File: src/rtl/palette_lut_anim.sv
// Multi-bank writable sprite palette with 2-cycle lookup, transparent-key flag and per-frame
// index rotation; define PALETTE_CYCLE_EN to build the rotation logic.
module palette_lut_anim #(
    parameter int unsigned IDX_W     = 4,
    parameter int unsigned NUM_BANK  = 4,
    parameter int unsigned TRANS_IDX = 0,
    parameter int unsigned CYC_LO    = 7,
    parameter int unsigned CYC_HI    = 10,
    parameter int unsigned CYC_DIV   = 4,
    localparam int unsigned BANK_W   = (NUM_BANK > 1) ? $clog2(NUM_BANK) : 1
) (
    input  logic              clk_i,
    input  logic              rst_i,
    input  logic              wr_en_i,
    input  logic [BANK_W-1:0] wr_bank_i,
    input  logic [IDX_W-1:0]  wr_idx_i,
    input  logic [23:0]       wr_rgb_i,
    input  logic              rd_valid_i,
    input  logic [BANK_W-1:0] rd_bank_i,
    input  logic [IDX_W-1:0]  rd_idx_i,
    input  logic              frame_tick_i,
    input  logic              cyc_enable_i,
    output logic [7:0]        red_o,
    output logic [7:0]        green_o,
    output logic [7:0]        blue_o,
    output logic              transparent_o,
    output logic              rd_valid_o
);

    localparam int unsigned DEPTH = 2 ** IDX_W;

    logic [23:0]       mem_q [NUM_BANK][DEPTH];
    logic [IDX_W-1:0]  eff_idx_d;
    logic [BANK_W-1:0] bank_d;

    logic              s1_valid_q;
    logic [BANK_W-1:0] s1_bank_q;
    logic [IDX_W-1:0]  s1_idx_q;
    logic              s1_trans_q;

    logic [23:0]       rgb_q;
    logic              trans_q;
    logic              valid_q;

`ifdef PALETTE_CYCLE_EN
    localparam int unsigned CYC_LEN = CYC_HI - CYC_LO + 1;
    localparam int unsigned CNT_W   = (CYC_DIV > 1) ? $clog2(CYC_DIV) : 1;
    localparam logic [IDX_W:0] CycLoW  = (IDX_W + 1)'(CYC_LO);
    localparam logic [IDX_W:0] CycHiW  = (IDX_W + 1)'(CYC_HI);
    localparam logic [IDX_W:0] CycLenW = (IDX_W + 1)'(CYC_LEN);

    logic [IDX_W-1:0] cyc_off_q, cyc_off_d;
    logic [CNT_W-1:0] frame_cnt_q, frame_cnt_d;
    logic [IDX_W:0]   raw_w, sum_w;
    logic             eff_unused_msb;

    always_comb begin
        frame_cnt_d = frame_cnt_q;
        cyc_off_d   = cyc_off_q;
        if (frame_tick_i && cyc_enable_i) begin
            if (frame_cnt_q == CNT_W'(CYC_DIV - 1)) begin
                frame_cnt_d = '0;
                cyc_off_d   = (cyc_off_q == IDX_W'(CYC_LEN - 1)) ? '0 : cyc_off_q + 1'b1;
            end else begin
                frame_cnt_d = frame_cnt_q + 1'b1;
            end
        end
    end

    always_ff @(posedge clk_i) begin
        if (rst_i) begin
            frame_cnt_q <= '0;
            cyc_off_q   <= '0;
        end else begin
            frame_cnt_q <= frame_cnt_d;
            cyc_off_q   <= cyc_off_d;
        end
    end

    // Both operands of the sum are below CYC_LEN, so one conditional subtract is the modulo.
    always_comb begin
        raw_w = {1'b0, rd_idx_i};
        sum_w = raw_w - CycLoW + {1'b0, cyc_off_q};
        if (sum_w >= CycLenW) begin
            sum_w = sum_w - CycLenW;
        end
        if (raw_w >= CycLoW && raw_w <= CycHiW) begin
            {eff_unused_msb, eff_idx_d} = sum_w + CycLoW;
        end else begin
            {eff_unused_msb, eff_idx_d} = raw_w;
        end
    end
`else
    logic unused_cyc_inputs;
    assign unused_cyc_inputs = frame_tick_i ^ cyc_enable_i;
    assign eff_idx_d = rd_idx_i;
`endif

    assign bank_d = (32'(rd_bank_i) < NUM_BANK) ? rd_bank_i : '0;

    always_ff @(posedge clk_i) begin
        if (rst_i) begin
            for (int b = 0; b < NUM_BANK; b++) begin
                for (int i = 0; i < DEPTH; i++) begin
                    mem_q[b][i] <= '0;
                end
            end
        end else if (wr_en_i && (32'(wr_bank_i) < NUM_BANK)) begin
            mem_q[wr_bank_i][wr_idx_i] <= wr_rgb_i;
        end
    end

    // A write landing on the S2 edge is not visible here: the read sees the pre-edge entry.
    always_ff @(posedge clk_i) begin
        if (rst_i) begin
            s1_valid_q <= 1'b0;
            s1_bank_q  <= '0;
            s1_idx_q   <= '0;
            s1_trans_q <= 1'b0;
            rgb_q      <= '0;
            trans_q    <= 1'b0;
            valid_q    <= 1'b0;
        end else begin
            s1_valid_q <= rd_valid_i;
            if (rd_valid_i) begin
                s1_bank_q  <= bank_d;
                s1_idx_q   <= eff_idx_d;
                s1_trans_q <= (rd_idx_i == IDX_W'(TRANS_IDX));
            end
            valid_q <= s1_valid_q;
            if (s1_valid_q) begin
                rgb_q   <= mem_q[s1_bank_q][s1_idx_q];
                trans_q <= s1_trans_q;
            end
        end
    end

    assign red_o         = rgb_q[23:16];
    assign green_o       = rgb_q[15:8];
    assign blue_o        = rgb_q[7:0];
    assign transparent_o = trans_q;
    assign rd_valid_o    = valid_q;

endmodule

File: config.mk
export PLATFORM = sky130hd
export DESIGN_NAME = palette_lut_anim
export DESIGN_NICKNAME = d
export VERILOG_FILES = /design/src/rtl/palette_lut_anim.sv
export SDC_FILE = /design/constraint.sdc
export NUM_CORES = 2
export LEC_CHECK = 0
export CAP_MARGIN = 30
export CORE_MARGIN = 2
export CORE_UTILIZATION = 58
export DETAILED_ROUTE_END_ITERATION = 7
export DONT_BUFFER_PORTS = 1
export PLACE_DENSITY = 0.76
export SKIP_LAST_GASP = 1
export SLEW_MARGIN = 10
export SYNTH_ARGS = -nofsm -noshare
export SYNTH_HDL_FRONTEND = slang
export SYNTH_SLANG_ARGS = --single-unit
File: constraint.sdc
create_clock -name clk_i -period 2.6 [get_ports clk_i]
set_clock_uncertainty 0.15 [all_clocks]
set_input_delay 0.78 -clock clk_i [delete_from_list [all_inputs] [get_ports clk_i]]
set_output_delay 0.78 -clock clk_i [all_outputs]
set_load 0.02 [all_outputs]
; After elaboration in Yosys (flattened, before gate mapping)
; Memory sizes are Yosys's and may differ from the RTL's. A register that Yosys moved wholly into a read port is not among the register bits.
; Index checks and enable logic that the tools add are counted.
[classes]
n_lt_le_gt_ge = 3
muxes = 15
bitwise_logic = 2
reduce_logical = 3
[ops]
columns = op, n
row1 = two-way mux 384 bit, 3
row2 = OR reduction 384 bit, 1
row3 = binary-select mux 24 bit (select 4 bit), 1
row4 = demux 24 bit (select 4 bit), 1
row5 = two-way mux 24 bit, 3
row6 = greater-or-equal comparator 5 bit (second input constant), 2
row7 = NOT 4 -> 5 bit, 2
row8 = two-way mux 2 bit, 3
row9 = less-than comparator 5 x 1 -> 1 bit (second input constant), 1
row10 = logical NOT 4 bit, 1
row11 = two-way mux 1 bit, 4
row12 = logical AND 1 bit, 1
[word_totals]
regBits = 34
ramBits = 1536
input_bits = 42
output_inout_bits = 26
word_cells = 31
memories = 1
[memory_table]
columns = memory, depth, word_bits, read_ports, rd_clocked_by_memory_dff, wr, line
row1 = mem_q, 4, 384, 1, 1, 4, 32  ; logic [23:0] mem_q [NUM_BANK][DEPTH];

; Logic depth before layout (Yosys ltp)
[logic_depth]
depth_word = 8
mapped_depth = 9
depth_no_buf = 5

; Worst setup path after synthesis
; Ideal clock, no wire load.
[synth_timing]
path_type = input to register
from = in rst_i
to = mem mem_q[2][288] in the netlist's numbering, enable pin
setup_time_ns = 0.358
t_arrival_ns = 2.108
slack_ns = -0.016
stages = 5
path_buffers = 1
cell_sequence = clkbuf_1 > nor4b_2 > nand3_1 > nor2_1 > or2_2
[synth_rtl]
columns = item, line
row1 = from (decl), 13  ; input logic rst_i,
row2 = to (decl), 32

==> run summary <==
DP Cell Count: 6,518
failing checks: negative setup slack
PwrDens: 676.8 mW/mm²
critical path endpoint category: register
Synth cell types: 36
WS Path Type: reg2reg
layout cells sized above 1: 0.2657
met2 WL post-DR: 93,390 µm
crit path time final: 2793 ps
worst slew pin tran: 887.0 ps
Syn Area/Cell: 14.47 µm²
Ports: 68
Synth Flop Type: edfxtp_1
vias per cell: 6.218
Setup TNS: -2581 ps
synth warn: 0
first-pass GRT wire length: 283,200 µm
Fillers: 7,967
uppermost layer routed: met4
met3 wire len: 19,510 µm
Worst setup SP type: register
final core utilization: 0.6830
Reg area: 0.04685 mm²
relative slew slack: 0.4036
clk root buf: clkbuf_16
crit path DAT: 3280 ps
Mapped Cells: 4,941
CTS Buffer Depth: 3
IO Port Bufs: 0
Antenna Violating Nets Remaining: 0
pin count of the biggest net entering global routing: 96
Placement Rows: 128
DR iter-0 viols: 5,379
VDD IR max: 717.3 µV
Fin. Hold Viols: 0
leakage: 29.05 nW
CTS buffer count: 158
Synthesized Nets: 4,983
cell taking the most area after synthesis: edfxtp_1
FF+latch count, synth: 1,572
Required @ worst endpoint: 3090 ps
clock-pin slew on the worst setup and hold paths: 60 ps
initial antenna violation count: 6
starting density of the core: 0.5859
GRT overflow: 0
Post-synth ARST share: 0
Remaining DRCs: 0
fin cells: 6,848
Post-Syn Area: 0.07151 mm²
Multi-input gate area: 0.02346 mm²
Max Clock Freq: 0.3581 GHz
Final WS setup: -192.8 ps
Post-synth EDFFs: 1,536
# H-tree levels: 4
crit path max fanout: 7
vias in the first global route: 43,250
CTS tree: done
die area: 0.1261 mm²
Max-Cap Viols: 0
met1 WL: 70,610 µm
GRT Total Usage: 0.3090
DRT Pass-1 Iters: 5
Nets: 5,144
clk_lat worst skew: 800 ps
Clock Sinks: 1,572
drt total wl: 192,800 µm
hold crit path type: in2reg
Pins Over Slew Limit: 0
routed vias: 42,580
share of the synthesized area in the top cell type: 0.6450
RSZ-0062 raised after global routing: yes
Final Setup Violations: 24
Die H: 355.1 µm
Post-DP HPWL: 112,300 µm
ratio of final minimum period to clock period: 1.074
post-DR wirelength/cell: 28.15 µm
Die X: 355.1 µm
outcome: finished with violations
synth top area cells: edfxtp_1, and2_1, mux4_2
Final GP Congestion: 0.8400
post-synthesis sequential area ratio: 0.6551
Core Area: 0.1220 mm²
area delta synth->final: 16.56%
## per-layer routing
metal	track usage	vias to the layer above
li1	-	18350
met1	0.4127	21550
met2	0.4959	2273
met3	0.05779	409
met4	0.1439	0
met5	0	-
## final cells by class
type,instances,area share
diodes,2,0.00006005
clock buffers,208,0.05082
clock inverters,71,0.008467
multi-input cells,2875,0.2814
flip-flops and latches,1572,0.5621
well taps,1625,0.02439
repair buffers,495,0.07267
## cell families (layout without fill, tap and decap cells)
| group | Yosys count | in the layout | synth area share |
|---|---|---|---|
| other cells | 0 | 2 | 0 |
| buf+inv | 494 | 774 | 0.02850 |
| flops | 1572 | 1572 | 0.6551 |
| compound gates | 456 | 456 | 0.04409 |
| mux | 488 | 488 | 0.1069 |
| simple gates | 1931 | 1931 | 0.1653 |
## per-stage QoR
step	hold slack, ps	worst slack, ps	total power (W)	cell area, µm²
6_report	41.86	-192.8	0.05641	83350
4_1_cts	2.202	-123.2	0.05641	83060
5_1_grt	17.61	-185.8	0.05781	83340
2_1_floorplan	310.1	11.25	0.03234	71520
3_5_place_dp	342.4	-538.8	0.03423	76590
3_3_place_gp	337.7	-500.1	0.03407	76590
## sequential cells by signal, indices dropped and copies added (netlist names), named ones only
| name | count |
|---|---|
| mem_q | 1536 |
| rgb_q | 24 |
| s1_idx_q | 4 |
| s1_bank_q | 2 |
| rd_valid_o | 1 |
| s1_trans_q | 1 |
| s1_valid_q | 1 |
| transparent_o | 1 |
## synth_stat cells, types with 54 or more instances
cell      number
clkbuf_1     383
mux4_2       192
o22ai_1       96
o21ai_0       89
and2_1      1536
or2_2         65
buf_2         54
nor2b_1      101
mux2_2       288
a211oi_1      96
nor3_1        96
nor2_1        75
edfxtp_1    1536
## worst max-delay path: stages, from the launching register on
cell and delay (ps):
dfxtp_4 350, buf_12 150, buf_16 200, buf_16 160, mux4_2 570, a22oi_2 310, o31ai_4 170, nor3_4 310
buf_6 170, o221ai_2 90
## where the power goes
part           switching (W)  internal (W)  total, W
sequential          0.000431        0.0291    0.0295
combinational        0.00250       0.00222   0.00471
clock                0.00963        0.0126    0.0222
total                 0.0126        0.0439    0.0564
## path summary, 6_finish.rpt
| kind | slack, ps | cells past startpoint | start | endpoint |
|---|---|---|---|---|
| hold / removal | 40 | 1 | wr_rgb_i[18] | mem_q[0][354] |
| hold reg to reg | 360 | 2 | s1_trans_q | s1_trans_q |
| setup reg to reg | -190 | 9 | register | rgb_q[23] |
| setup / recovery | -190 | 9 | register | rgb_q[23] |
## layout by cell type (no fill, tap or decap), types with 5 or more instances in the layout
master,count
a211oi_1,96
a22o_1,47
a22oi_1,16
a22oi_2,32
and2_1,1536
buf_12,136
buf_16,17
buf_4,299
buf_6,19
buf_8,5
bufbuf_16,5
bufinv_16,11
clkbuf_1,44
clkbuf_16,163
clkinv_1,27
clkinv_2,16
dfxtp_1,34
dlygate4sd3_1,12
edfxtp_1,1536
inv_6,7
mux2_2,288
mux2i_1,8
mux4_2,192
nand2_1,14
nor2_1,73
nor2b_1,100
nor3_1,57
nor3_2,28
nor3_4,11
o21ai_0,86
o21ai_1,10
o221ai_1,19
o22ai_1,95
o31ai_1,15
o31ai_2,19
o31ai_4,14
or2_2,61
or2_4,5
or3b_2,25
## timing repair
item,4_1_cts,5_1_grt
gates resized for setup,158,45
setup endpoints to repair,24,24
pin swaps,34,25
gates cloned,15,2
hold buffers,12,0
buffers inserted,16,17
hold endpoints to repair,20,0
Note: power is estimated with default switching activity, not from simulation.
